### src/rtl/spart_pkg.sv
// rtl/spart_pkg.sv - shared SPART types and register map
package spart_pkg;

  typedef enum logic [1:0] {
    IDLE  = 2'd0,
    START = 2'd1,
    DATA  = 2'd2,
    STOP  = 2'd3
  } tx_state_t;

  localparam logic [1:0] ADDR_TXRX   = 2'b00;
  localparam logic [1:0] ADDR_STATUS = 2'b01;
  localparam logic [1:0] ADDR_DB_LO  = 2'b10;
  localparam logic [1:0] ADDR_DB_HI  = 2'b11;

endpackage

### src/rtl/spart_tx.sv
// rtl/spart_tx.sv - SPART transmitter: one-byte holding buffer feeding an 8N1 serialiser
module spart_tx
  import spart_pkg::*;
#(
  parameter int DATA_BITS  = 8,
  parameter int OVERSAMPLE = 16
) (
  input  logic                 clk,
  input  logic                 rst,
  input  logic                 iocs,
  input  logic                 iorw,
  input  logic [1:0]           ioaddr,
  input  logic [DATA_BITS-1:0] tx_data,
  input  logic                 enable,
  output logic                 txd,
  output logic                 tbr,
  output logic                 tx_busy
);

  localparam int TICK_W = $clog2(OVERSAMPLE);
  localparam int BIT_W  = $clog2(DATA_BITS);
  localparam logic [TICK_W-1:0] TICK_LAST = TICK_W'(OVERSAMPLE - 1);
  localparam logic [BIT_W-1:0]  BIT_LAST  = BIT_W'(DATA_BITS - 1);

  tx_state_t            state;
  logic [TICK_W-1:0]    tick_cnt;
  logic [BIT_W-1:0]     bit_idx;
  logic [DATA_BITS-1:0] holding;
  logic [DATA_BITS-1:0] shift;
  logic                 wr;
  logic                 bit_end;
  logic                 load;

  // Bus decode, end-of-bit detect, and the moment the holding byte moves into the shifter
  always_comb begin
    wr      = iocs & ~iorw & (ioaddr == ADDR_TXRX);
    bit_end = enable & (state != IDLE) & (tick_cnt == TICK_LAST);
    load    = ~tbr & (((state == IDLE) & enable) | ((state == STOP) & bit_end));
  end

  // Holding register: filled by a bus write while empty, emptied when the shifter takes it
  always_ff @(posedge clk or posedge rst) begin
    if (rst) begin
      holding <= '0;
      tbr     <= 1'b1;
    end else if (load) begin
      tbr <= 1'b1;
    end else if (wr && tbr) begin
      holding <= tx_data;
      tbr     <= 1'b0;
    end
  end

  // Oversample tick counter; runs only while a frame is on the line
  always_ff @(posedge clk or posedge rst) begin
    if (rst) begin
      tick_cnt <= '0;
    end else if (load) begin
      tick_cnt <= '0;
    end else if (enable && state != IDLE) begin
      tick_cnt <= bit_end ? '0 : tick_cnt + 1'b1;
    end
  end

  // Frame sequencer: drives txd from registers so the line never glitches
  always_ff @(posedge clk or posedge rst) begin
    if (rst) begin
      state   <= IDLE;
      tx_busy <= 1'b0;
      txd     <= 1'b1;
      bit_idx <= '0;
      shift   <= '0;
    end else if (load) begin
      shift   <= holding;
      txd     <= 1'b0;
      state   <= START;
      tx_busy <= 1'b1;
    end else begin
      case (state)
        IDLE: begin
          txd <= 1'b1;
        end
        START: begin
          if (bit_end) begin
            txd     <= shift[0];
            bit_idx <= '0;
            state   <= DATA;
          end
        end
        DATA: begin
          if (bit_end) begin
            if (bit_idx == BIT_LAST) begin
              txd   <= 1'b1;
              state <= STOP;
            end else begin
              shift   <= shift >> 1;
              txd     <= shift[1];
              bit_idx <= bit_idx + 1'b1;
            end
          end
        end
        STOP: begin
          if (bit_end) begin
            txd     <= 1'b1;
            state   <= IDLE;
            tx_busy <= 1'b0;
          end
        end
        default: begin
          state   <= IDLE;
          tx_busy <= 1'b0;
          txd     <= 1'b1;
        end
      endcase
    end
  end

endmodule
### config.mk
export PLATFORM = sky130hd
export DESIGN_NAME = spart_tx
export DESIGN_NICKNAME = d
export VERILOG_FILES = /design/src/rtl/spart_pkg.sv /design/src/rtl/spart_tx.sv
export SDC_FILE = /design/constraint.sdc
export NUM_CORES = 1
export LEC_CHECK = 0
export BUFFER_PORTS_ARGS = -buffer_cell sky130_fd_sc_hd__buf_2
export CORE_MARGIN = 4
export CORE_UTILIZATION = 53
export CTS_BUF_LIST = sky130_fd_sc_hd__clkbuf_4 sky130_fd_sc_hd__clkbuf_8
export DETAILED_ROUTE_END_ITERATION = 10
export GPL_ROUTABILITY_DRIVEN = 0
export PLACE_DENSITY = 0.88
export SETUP_SLACK_MARGIN = 0.02
export SYNTH_ARGS = -nofsm -noshare
export SYNTH_HDL_FRONTEND = slang
export SYNTH_SLANG_ARGS = --single-unit
### constraint.sdc
create_clock -name clk -period 1.95 [get_ports clk]
set_input_delay 0.195 -clock clk [delete_from_list [all_inputs] [get_ports clk]]
set_output_delay 0.195 -clock clk [all_outputs]
set_load 0.01 [all_outputs]
==> results of run 1 <==
## final cells by class
cell class	count	area, um^2
clock buffer	3	22.5
clock inverter	1	30.0
fill	181	843
inverter	5	18.8
multi-input combinational	91	682
sequential	28	703
tap	30	37.5
timing repair buffer	27	163
## cell usage in the layout (no fill, tap or decap), types with 2 or more instances in the layout
cell	instances
sky130_fd_sc_hd__dfrtp_1	26
sky130_fd_sc_hd__buf_2	17
sky130_fd_sc_hd__nand2_1	14
sky130_fd_sc_hd__mux2i_1	9
sky130_fd_sc_hd__buf_4	9
sky130_fd_sc_hd__mux2_2	8
sky130_fd_sc_hd__nor2_1	7
sky130_fd_sc_hd__o21ai_0	6
sky130_fd_sc_hd__ha_1	6
sky130_fd_sc_hd__inv_1	5
sky130_fd_sc_hd__a21oi_1	5
sky130_fd_sc_hd__o21ai_1	5
sky130_fd_sc_hd__nand3_1	3
sky130_fd_sc_hd__clkbuf_4	3
sky130_fd_sc_hd__or3b_4	2
sky130_fd_sc_hd__nor3_1	2
sky130_fd_sc_hd__dfstp_2	2
## registers in the layout, indices dropped and copies added (netlist names)
name / cells
bit_idx: 3
shift: 8
tbr: 1
txd: 1
tx_busy: 1
tick_cnt: 4
state: 2
holding: 8
## power groups by stage
| stage | Clock (W) | Sequential (W) | Combinational (W) |
|---|---|---|---|
| detailed placement | 0 | 0.00105 | 0.000816 |
| CTS | 0.000391 | 0.00103 | 0.000852 |
| finish | 0.000381 | 0.00104 | 0.000899 |
| global route | 0.000412 | 0.00107 | 0.00102 |
| floorplan | 0 | 0.00101 | 0.000586 |
| global placement | 0 | 0.00103 | 0.000772 |
## Yosys cell counts, drive strengths merged
cell type	n
dfstp	2
nand2	14
nand3	4
mux2	9
a31oi	1
inv	5
nor3b	2
nor3	2
a32o	1
o21a	1
nor2	8
or2	1
nand3b	1
and2	1
nor4	1
nor4b	1
or3b	1
or3	2
a21o	1
buf	2
xnor2	1
a21oi	5
clkbuf	3
mux2i	9
o31ai	1
nor2b	2
ha	7
o21ai	11
a41oi	1
a22o	1
nand2b	1
dfrtp	26
## timing repair
item,in CTS,in global routing
endpoints found under the setup margin,8,5
hold buffers,1,0
gates cloned,0,1
buffers inserted,1,0
hold endpoints to repair,12,0
gates resized for setup,1,5
## worst paths after layout
| path | endpoint | slack [ps] |
|---|---|---|
| min in group asynchronous | holding[0] | 440 |
| worst min-delay path | holding[0] | 80 |
| max in group asynchronous | tbr | 910 |
| worst min register to register | txd | 500 |
| worst max register to register | bit_idx[0] | 50 |
| worst max-delay path | bit_idx[0] | 50 |
## metrics by stage
step / area [um^2] / util, %
2_1_floorplan: 1400 / -
3_3_place_gp: 1550 / 62.1
3_5_place_dp: 1550 / 62.1
4_1_cts: 1630 / 65.0
5_1_grt: 1660 / 66.3
6_report: 1660 / 66.3
## layer usage
metal | global-route usage, % | vias to the layer above | wire, um
met1 | 23.6 | 508 | 1270
met2 | 29.5 | 31 | 1460
met3 | 1.96 | 10 | 135
li1 | - | 504 | -
met4 | 10.7 | 0 | 90
met5 | 0 | - | 0
## cells by family after synthesis
group / share of synthesized area [%]
compound gates: 9.74
buf+inv: 3.49
fa+ha+maj: 6.26
xor+xnor: 0.626
flops: 50.2
mux: 13.9
simple gates: 15.7
==> results.toml, run 1 <==
[outcome]
result_of_the_run = "complete, no violations"

[die]
placeableCoreArea_mm2 = 0.00250
initial_core_util_pct = 56.0
design.die.area_mm2 = 0.00353
ios = 18
die_width_um = 59.4
die_height_um = 59.4
std_cell_rows = 18

[clock_network]
cts_h_tree_depth = 1
tritoncts.num_buffers = 3
clock_tree.root_cell = "sky130_fd_sc_hd__clkbuf_4"
clkTransAtPathRegs_ps = 150
cts.sinks = 28
clk-insertion-delay-late_ps = 330
cts_tree = "built"
clock_path_buffers = 2

[logic_synthesis]
ys_seq_elements = 28
yosys.area.top_type = "sky130_fd_sc_hd__dfrtp_1"
yosysSeqAreaShare_pct = 50.2
cell_area_after_technology_mapping_mm2 = 0.00140
synthesis.area_per_instance_um2 = 10.9
syn_nets = 150
synth.lib_cells_used.distinct = 39
ys_top_cells_by_area = "sky130_fd_sc_hd__dfrtp_1, sky130_fd_sc_hd__mux2i_1, sky130_fd_sc_hd__mux2_2"
post-synth-top-area-fraction_pct = 46.5
ys_warn_count = 0
post_synth_inst_count = 128

[placement]
dp_hpwl_um = 2010
placement.setup.worst_slack_ps = -35.5
numPlacedInstances = 178
port_buffers = 17

[worst_setup_path]
critical_path.startpoint = "state[1]"
critical_path.slowest_cell = "sky130_fd_sc_hd__dfrtp_1"
critical_path_start_end_classification = "register to register"
critical_path_peak_fanout = 4
crit_chain = "inv_1, ha_1, nand2b_4, or2_1, or3_4, mux2_4"
regToRegStartpoint = "state[1]"
r2r.worst_path.cells = 6
critPathRequiredTime_ps = 2190
crit_family = "simple AND/OR/NAND/NOR gates"
critPathBufInv = 1
critPathMaxStageDelay_ps = 430
worstSetupPathDepth = 6
worstPathArrival_ps = 2140
worst_setup_path_start_kind = "register"
timing.critical_path.to_type = "register"

[global_routing]
grt_pass1_vias = 1103
grt_antenna_before_repair = 0
globalRouteTotalUtil_pct = 18.3
pin_count_of_the_biggest_net_entering_global_routing = 26
overflow = 0
wire_length_of_the_first_global_routing_pass_um = 4770

[pwr]
power_switching_w = 0.000798
power_switching_share_pct = 34.4
p_leak_nw = 0.809
cellPowerDensity_mw_per_mm2 = 1400
share_of_power_burned_in_registers_pct = 44.9
peakVddDrop_uv = 1140
power.share.combinational_pct = 38.7
internal_power_w = 0.00153
finalPower_w = 0.00232
clock_network_power_share_pct = 16.4

[detailed_routing]
post-route-drc-count = 0
routedWlPerCell_um = 16.0
first_iter_violations = 41
viasPerCell = 5.69
wirelength_um = 2950
first_pass_iteration_count_of_the_detailed_router = 4
dr_total_vias = 1053
detail-route-antenna-nets = 0

[final_layout]
final_nets = 178
post_layout_nonfiller_instances = 185
insertedDiodeCount = 0
flow.area_growth_from_synthesis_pct = 18.3
fraction_of_final_layout_cells_sized_beyond_drive_strength_1_pct = 32.9

[timing]
final_critical_path_setup_slack_ps = 52.9
final.hold.worst_slack_ps = 78.7
hold_violations = 0
fin_crit_ps = 1900
setup_violations = 0
fmax_mhz = 527
worstMarginPinSlew_ps = 540
finalCritPeriodShare_pct = 97.3
finClkSkew_ps = 6.61
worst_slew_margin_rel_pct = 64.0
totalNegativeSetupSlack_ps = 0
timing.final.max_slew_violations = 0
unrepaired_setup_endpoints_after_global_routing = "yes"

[hold_path]
worst_hold_path.num_cells = 2
worst_hold_path_type = "primary input to register"
holdCritStartpoint = "tx_data[0]"

[flow_run]
timing.max_cap.violations = 0
Note: power is estimated with default switching activity, not from simulation.
==> run 2, diff against run 1 <==
--- a/config.mk
+++ b/config.mk
@@ -5,13 +5,13 @@
 export SDC_FILE = /design/constraint.sdc
 export NUM_CORES = 1
 export LEC_CHECK = 0
-export BUFFER_PORTS_ARGS = -buffer_cell sky130_fd_sc_hd__buf_2
 export CORE_MARGIN = 4
-export CORE_UTILIZATION = 53
+export CORE_UTILIZATION = 58
 export CTS_BUF_LIST = sky130_fd_sc_hd__clkbuf_4 sky130_fd_sc_hd__clkbuf_8
 export DETAILED_ROUTE_END_ITERATION = 10
+export DONT_BUFFER_PORTS = 1
 export GPL_ROUTABILITY_DRIVEN = 0
-export PLACE_DENSITY = 0.88
+export PLACE_DENSITY_LB_ADDON = 0.08
 export SETUP_SLACK_MARGIN = 0.02
 export SYNTH_ARGS = -nofsm -noshare
 export SYNTH_HDL_FRONTEND = slang
==> results.toml, run 2 (same netlist as run 1, synthesis figures left out) <==
[worst_setup_path]
critical_path_start_end_classification = "register to register"
worstPathArrival_ps = 2110
critPathRequiredTime_ps = 2180
timing.critical_path.to_type = "register"
worst_setup_path_start_kind = "register"
critical_path_peak_fanout = 4

[final_layout]
fraction_of_final_layout_cells_sized_beyond_drive_strength_1_pct = 23.1
insertedDiodeCount = 0
layout.cells.most_common_list = "sky130_fd_sc_hd__dfrtp_1, sky130_fd_sc_hd__nand2_1, sky130_fd_sc_hd__buf_4"
layout.filler_cells = 163
finalCoreUtilization_pct = 73.2
commonest_non_fill_non_tap_cell_in_the_layout = "sky130_fd_sc_hd__dfrtp_1"
final_nets = 170
flow.area_growth_from_synthesis_pct = 17.9
biggestRegsByFlops = "holding (8), shift (8), tick_cnt (4)"

[placement]
port_buffers = 0
dp_hpwl_um = 1890

[detailed_routing]
first_pass_iteration_count_of_the_detailed_router = 4
post-route-drc-count = 0
viasPerCell = 5.61
detail-route-antenna-nets = 0
dr_total_vias = 981
routedWlPerCell_um = 15.1
first_iter_violations = 19
wirelength_um = 2640

[timing]
worst_slew_margin_rel_pct = 76.2
unrepaired_setup_endpoints_after_global_routing = "no"
totalNegativeSetupSlack_ps = 0
fmax_mhz = 533
worstMarginPinSlew_ps = 356
finClkSkew_ps = 2.00
timing.final.max_slew_violations = 0
hold_violations = 0
setup_violations = 0
finalCritPeriodShare_pct = 96.1
fin_crit_ps = 1870

[global_routing]
grt_antenna_before_repair = 0
pin_count_of_the_biggest_net_entering_global_routing = 29
wire_length_of_the_first_global_routing_pass_um = 4710
overflow = 0
grt_pass1_vias = 1037
globalRouteTotalUtil_pct = 18.0

[pwr]
peakVddDrop_uv = 990
p_leak_nw = 0.776
cellPowerDensity_mw_per_mm2 = 1370

[clock_network]
clkTransAtPathRegs_ps = 150
tritoncts.num_buffers = 3
cts_tree = "built"
clock_tree.root_cell = "sky130_fd_sc_hd__clkbuf_4"
cts.sinks = 28
clk-insertion-delay-late_ps = 330
cts_h_tree_depth = 1
clock_path_buffers = 2

[die]
die_height_um = 57.1
std_cell_rows = 17
design.die.area_mm2 = 0.00326
initial_core_util_pct = 62.1
ios = 18
placeableCoreArea_mm2 = 0.00225
die_width_um = 57.1

[hold_path]
worst_hold_path_type = "primary input to register"

[outcome]
result_of_the_run = "complete, no violations"

[flow_run]
timing.max_cap.violations = 0
[run 2: repair_timing]
action,4_1_cts,5_1_grt
setup endpoints to repair,0,9
hold buffers,8,1
endpoints found under the hold margin,33,1
gates resized for setup,0,6
buffers inserted,0,2
[run 2: area by class of cell]
type	count	area [um^2]	area share (%)
inverter	5	18.8	1.14
clock inverter	1	30.0	1.82
timing repair buffer	20	176	10.7
clock buffer	3	22.5	1.36
tap	28	35.0	2.12
multi-input combinational	90	664	40.3
sequential	28	703	42.6
[run 2: metrics by stage]
| step | setup WS [ps] | total power (W) | cell area (um^2) | hold WS, ps | cells |
|---|---|---|---|---|---|
| detailed placement | 69.8 | 0.00183 | 1470 | 181 | 160 |
| CTS | 37.8 | 0.00222 | 1610 | 4.71 | 172 |
| global route | 24.1 | 0.00246 | 1650 | 112 | 175 |
| floorplan | 91.6 | 0.00160 | 1400 | 259 | 128 |
| finish | 75.1 | 0.00227 | 1650 | 130 | 175 |
| global placement | 110 | 0.00179 | 1470 | 164 | 160 |
[run 2: where the power goes]
part           internal (W)  switching [W]
Clock              0.000208       0.000175
Combinational      0.000448       0.000370
Sequential         0.000854       0.000211
[run 2: layer usage]
| layer | wire length, um | GRT usage, % | vias to the layer above | part of all wire, % |
|---|---|---|---|---|
| met5 | 0 | 0 | - | 0 |
| met4 | 17 | 3.97 | 0 | 0.64 |
| met3 | 120 | 4.07 | 2 | 4.5 |
| met2 | 1210 | 28.7 | 18 | 46 |
| met1 | 1290 | 25.2 | 475 | 49 |
| li1 | - | - | 486 | - |
[run 2: final timing paths]
kind,start,to,slack (ps),cells past startpoint
min,enable,tbr,130,2
min reg2reg,holding[6],shift[6],500,2
max reg2reg,state[0],bit_idx[0],80,6
min in group asynchronous,rst,holding[2],350,3
max in group asynchronous,rst,txd,1300,3
max,state[0],bit_idx[0],80,6
[run 2: critical path, cell delays in order, from the launching register on]
cell and delay, ps:
sky130_fd_sc_hd__dfrtp_1 440, sky130_fd_sc_hd__inv_1 80, sky130_fd_sc_hd__ha_1 220, sky130_fd_sc_hd__a41oi_1 260
sky130_fd_sc_hd__nor3b_2 100, sky130_fd_sc_hd__or3_4 410, sky130_fd_sc_hd__mux2_4 260
